$ cat src/rtl/morse_key_classifier.sv
// Straight-key front end: synchronizes and debounces a raw key, then times marks and gaps
// to emit one-cycle dot, dash, character-space and word-space strobes.
module morse_key_classifier #(
  parameter int unsigned UNIT_CYCLES     = 1000,
  parameter int unsigned DEBOUNCE_CYCLES = 8,
  parameter int unsigned CNT_W           = 16
) (
  input  logic clk,
  input  logic rst,
  input  logic key_in,
  output logic dot_inp,
  output logic dash_inp,
  output logic char_space_inp,
  output logic word_space_inp,
  output logic key_state
);

  localparam int unsigned DbW = (DEBOUNCE_CYCLES > 1) ? $clog2(DEBOUNCE_CYCLES) : 1;
  localparam logic [DbW-1:0]   DbLast    = DbW'(DEBOUNCE_CYCLES - 1);
  localparam logic [CNT_W-1:0] TwoUnits  = CNT_W'(2 * UNIT_CYCLES);
  localparam logic [CNT_W-1:0] FiveUnits = CNT_W'(5 * UNIT_CYCLES);

  typedef enum logic [1:0] {StIdle, StMark, StGap} state_e;

  logic             sync1_q, sync2_q;
  logic [DbW-1:0]   db_cnt_q, db_cnt_d;
  logic             key_state_q, key_state_d;
  logic             key_dly_q;
  logic             rise_q, rise_d, fall_q, fall_d;
  state_e           state_q, state_d;
  logic [CNT_W-1:0] mark_cnt_q, mark_cnt_d;
  logic [CNT_W-1:0] gap_cnt_q, gap_cnt_d;
  logic             space_sent_q, space_sent_d;
  logic             dot_q, dot_d, dash_q, dash_d;
  logic             char_q, char_d, word_q, word_d;

  // Debounce: the level only follows key_sync after DEBOUNCE_CYCLES consecutive mismatches.
  always_comb begin
    db_cnt_d    = '0;
    key_state_d = key_state_q;
    if (sync2_q != key_state_q) begin
      if (db_cnt_q == DbLast) begin
        key_state_d = ~key_state_q;
      end else begin
        db_cnt_d = db_cnt_q + DbW'(1);
      end
    end
    rise_d = key_state_q & ~key_dly_q;
    fall_d = ~key_state_q & key_dly_q;
  end

  always_comb begin
    state_d      = state_q;
    mark_cnt_d   = mark_cnt_q;
    gap_cnt_d    = gap_cnt_q;
    space_sent_d = space_sent_q;
    dot_d        = 1'b0;
    dash_d       = 1'b0;
    char_d       = 1'b0;
    word_d       = 1'b0;
    unique case (state_q)
      StIdle: begin
        if (rise_q) begin
          state_d    = StMark;
          mark_cnt_d = CNT_W'(1);
        end
      end
      StMark: begin
        if (fall_q) begin
          if (mark_cnt_q < TwoUnits) begin
            dot_d = 1'b1;
          end else begin
            dash_d = 1'b1;
          end
          state_d      = StGap;
          gap_cnt_d    = CNT_W'(1);
          space_sent_d = 1'b0;
        end else if (mark_cnt_q != '1) begin
          mark_cnt_d = mark_cnt_q + CNT_W'(1);
        end
      end
      StGap: begin
        // A rise wins over a coincident threshold match and suppresses its strobe.
        if (rise_q) begin
          state_d    = StMark;
          mark_cnt_d = CNT_W'(1);
        end else if (gap_cnt_q == FiveUnits) begin
          word_d  = 1'b1;
          state_d = StIdle;
        end else begin
          gap_cnt_d = gap_cnt_q + CNT_W'(1);
          if (gap_cnt_q == TwoUnits && !space_sent_q) begin
            char_d       = 1'b1;
            space_sent_d = 1'b1;
          end
        end
      end
      default: state_d = StIdle;
    endcase
  end

  always_ff @(posedge clk or negedge rst) begin
    if (!rst) begin
      sync1_q      <= 1'b0;
      sync2_q      <= 1'b0;
      db_cnt_q     <= '0;
      key_state_q  <= 1'b0;
      key_dly_q    <= 1'b0;
      rise_q       <= 1'b0;
      fall_q       <= 1'b0;
      state_q      <= StIdle;
      mark_cnt_q   <= '0;
      gap_cnt_q    <= '0;
      space_sent_q <= 1'b0;
      dot_q        <= 1'b0;
      dash_q       <= 1'b0;
      char_q       <= 1'b0;
      word_q       <= 1'b0;
    end else begin
      sync1_q      <= key_in;
      sync2_q      <= sync1_q;
      db_cnt_q     <= db_cnt_d;
      key_state_q  <= key_state_d;
      key_dly_q    <= key_state_q;
      rise_q       <= rise_d;
      fall_q       <= fall_d;
      state_q      <= state_d;
      mark_cnt_q   <= mark_cnt_d;
      gap_cnt_q    <= gap_cnt_d;
      space_sent_q <= space_sent_d;
      dot_q        <= dot_d;
      dash_q       <= dash_d;
      char_q       <= char_d;
      word_q       <= word_d;
    end
  end

  assign dot_inp        = dot_q;
  assign dash_inp       = dash_q;
  assign char_space_inp = char_q;
  assign word_space_inp = word_q;
  assign key_state      = key_state_q;

endmodule

$ cat config.mk
export PLATFORM = sky130hd
export DESIGN_NAME = morse_key_classifier
export DESIGN_NICKNAME = d
export VERILOG_FILES = /design/src/rtl/morse_key_classifier.sv
export SDC_FILE = /design/constraint.sdc
export NUM_CORES = 1
export LEC_CHECK = 0
export ABC_AREA = 1
export CORE_MARGIN = 2
export CORE_UTILIZATION = 35
export CTS_BUF_LIST = sky130_fd_sc_hd__clkbuf_16
export DETAILED_ROUTE_END_ITERATION = 6
export GPL_TIMING_DRIVEN = 0
export PLACE_DENSITY = 0.58
export RECOVER_POWER = 50
export SLEW_MARGIN = 20
export SYNTH_ARGS = -nofsm -noshare
export SYNTH_HDL_FRONTEND = slang
export SYNTH_SLANG_ARGS = --single-unit
$ cat constraint.sdc
create_clock -name clk -period 3 [get_ports clk]
set_input_delay 0.45 -clock clk [delete_from_list [all_inputs] [get_ports clk]]
set_output_delay 0.45 -clock clk [all_outputs]
set_load 0.1 [all_outputs]
==> impl_metrics.json <==
{
  "grt_util_all_layers_pct": 15.1,
  "synth-adder-area-share_pct": 2.26,
  "die_w_um": 93.0,
  "ir_drop_mv": 0.291,
  "die_h_um": 93.0,
  "seq_area_frac_synth_pct": 43.3,
  "routedWlPerCell_um": 11.9,
  "critPathKind": "flop to output pin",
  "place_congestion": 0.886,
  "initial_core_util_pct": 36.1,
  "ys_top_cells_by_count": "nand2_1 (110), nor2_1 (59), dfrtp_1 (48)",
  "crit_path_cell_trace": "clkdlybuf4s50_1",
  "ios": 8,
  "cts_hold_buf": 0,
  "final_max_slew_viol_count": 0,
  "async_reset_ff_share_pct": 100,
  "clock_sinks": 48,
  "synth-simple-area-share_pct": 36.4,
  "dr.pass1.iters": 4,
  "cp-endpoint": "key_state",
  "ant_nets": 0,
  "drv_cap": 0,
  "drive_above_1_share_pct": 10.8,
  "die-area_um2": 8650,
  "synth_cells": 363,
  "setup_viol_count_final": 0,
  "finalCriticalPeriod_ns": 2.32,
  "synthMuxAreaShare_pct": 0,
  "post_synth.cell_area_avg_um2": 7.64,
  "grt_antenna_before_repair": 0,
  "combPwrFrac_pct": 30.8,
  "cts_root_buffer": "clkbuf_16",
  "antenna_cells": 0,
  "fin_crit_sh_pct": 77.5,
  "setup_ws_ns": 0.676,
  "vias": 2269,
  "relSlewSlack_pct": 19.7,
  "internal_power_mw": 1.54,
  "cpMaxStageDelayCell": "clkdlybuf4s50_1",
  "worst_slew_pin_slew_ns": 1.20,
  "netlist_area_um2": 2770,
  "crit_buf_inv": 1,
  "dp.final_hpwl_um": 4090,
  "cp-end-kind": "output pin",
  "synth_most_common_cell": "nand2_1",
  "drt_wl_total_um": 5700,
  "power_mw": 2.35,
  "cp.required_ns": 2.55,
  "critPathMaxStageDelay_ns": 1.17,
  "crit_fanout": 5,
  "ff2ff_setup_slack_ns": 1.21,
  "switchingPower_mw": 0.805,
  "final-hold-violation-count": 0,
  "yosys.area.top_type": "dfrtp_1",
  "synth-compound-area-share_pct": 8.57,
  "synth.area.top_cells": "dfrtp_1 (43%), nand2_1 (15%), nor2_1 (8.0%)",
  "routed_via_density": 4.73,
  "startpoint_type": "flop",
  "leakage_nw": 1.36,
  "swShare_pct": 34.3,
  "cts_buffer_depth": 2,
  "cts_tree": "done",
  "grt_start_max_net_pins": 49,
  "tns_ns": 0,
  "cts-buffers-inserted": 5,
  "cts_max_level": 2,
  "synth_top_area_share_pct": 43.3,
  "synth_edf_count": 0,
  "yosys_warnings": 0,
  "powerDensity_nw_per_um2": 737,
  "post-cts-setup-buffer-count": 0,
  "startpoint": "key_state",
  "path_delay_family": "buffers and inverters",
  "dp_worst_setup_slack_ns": 0.973,
  "cp.depth": 1,
  "synth_top_family_by_area": "simple AND/OR/NAND/NOR gates",
  "timing.rr.end": "mark_cnt_q[12]",
  "arrival_ns": 1.87,
  "drtIter0Drc": 86,
  "clk_pin_slew_ns": 0.06,
  "worst_r2r_path_depth": 9,
  "fmax_mhz": 430,
  "coreArea_um2": 7690,
  "num-nets-final": 385,
  "status": "finished clean",
  "post_cts_resized": 0,
  "syn_to_final_growth_pct": 14.7,
  "synth_ff_type": "dfrtp_1",
  "fin_util_pct": 41.4,
  "overflow": 0,
  "synthDistinctLibCells": 30,
  "clkPwrFrac_pct": 34.5,
  "seqPwrFrac_pct": 34.7,
  "io_buffers": 7,
  "grt_pass1_wl_um": 10300,
  "synthesis.nets": 371,
  "skew_ns": 0.0105,
  "r2r_start": "mark_cnt_q[0]",
  "synth_xor_area_share_pct": 3.47,
  "ys_ff_latch": 48,
  "clk_latency_ns": 0.29,
  "rsz0062_at_grt": "false",
  "grt_pass1_vias": 2222,
  "row_count": 32,
  "drcViolationCount": 0,
  "min_path_type": "flop to flop"
}
==> sequential cells by signal, summed over array words and instances (netlist names), 2 cells and up <==
name,flops
gap_cnt_q,16
mark_cnt_q,16
db_cnt_q,3
state_q,2
==> cells by family (layout without fill, tap and decap cells) <==
family,count (synthesis),in the layout
xor+xnor,11,11
compound gates,34,34
flops,48,48
simple gates,232,232
fa+ha+maj,5,5
buf+inv,33,48
==> cell usage in the layout (no fill, tap or decap), types with 3 or more instances in the layout <==
master	count
clkbuf_16	5
nand2_2	10
buf_4	3
dfrtp_1	48
ha_1	5
nand4_1	9
bufinv_16	3
o21ai_1	3
nor2_1	59
nand3_1	32
o21ai_2	8
nand2_1	110
inv_1	26
nor3_1	3
o21bai_1	7
xor2_1	9
clkdlybuf4s50_1	5
o21ai_0	11
==> stage by stage <==
step                      cells  hold slack, ns  cell area, um^2
after floorplan             363           0.154             2770
after global placement      472           0.332             2970
after detailed placement    472           0.337             2970
after CTS                   480           0.204             3180
after global routing        480           0.353             3180
final                       480           0.351             3180
==> routing by layer <==
layer  up-vias  GRT usage (%)  part of all wire [%]
met5         -              0                     0
met1      1044           20.7                    52
met3        10           3.22                   2.8
met2        24           23.0                    43
li1       1191              -                     -
met4         0           6.25                   2.4
==> cell type report <==
type,instances,area [um^2]
Fill cell,795,4510
Multi-Input combinational cell,282,1410
Sequential cell,48,1200
Tap cell,102,128
Clock buffer,5,125
Inverter,27,101
Clock inverter,3,90.1
Buffer,6,66.3
Timing Repair Buffer,7,65.1
==> worst min-delay path by stage <==
stage	from	endpoint	slack (ns)	cells past startpoint
2_1_floorplan	rst	char_space_inp	0.15	0
5_1_grt	sync1_q	sync2_q	0.35	0
3_3_place_gp	sync1_q	sync2_q	0.33	0
3_5_place_dp	sync1_q	sync2_q	0.34	0
6_report	sync1_q	sync2_q	0.35	0
4_1_cts	rst	mark_cnt_q[6]	0.20	1
==> power groups by stage <==
stage / sequential (mW) / clock (mW) / combinational, mW
2_1_floorplan: 0.863 / 0 / 0.515
3_3_place_gp: 0.822 / 0 / 0.731
3_5_place_dp: 0.827 / 0 / 0.732
4_1_cts: 0.816 / 0.827 / 0.737
5_1_grt: 0.833 / 0.853 / 0.807
6_report: 0.814 / 0.809 / 0.722
Power figures use the tool's default switching activity.
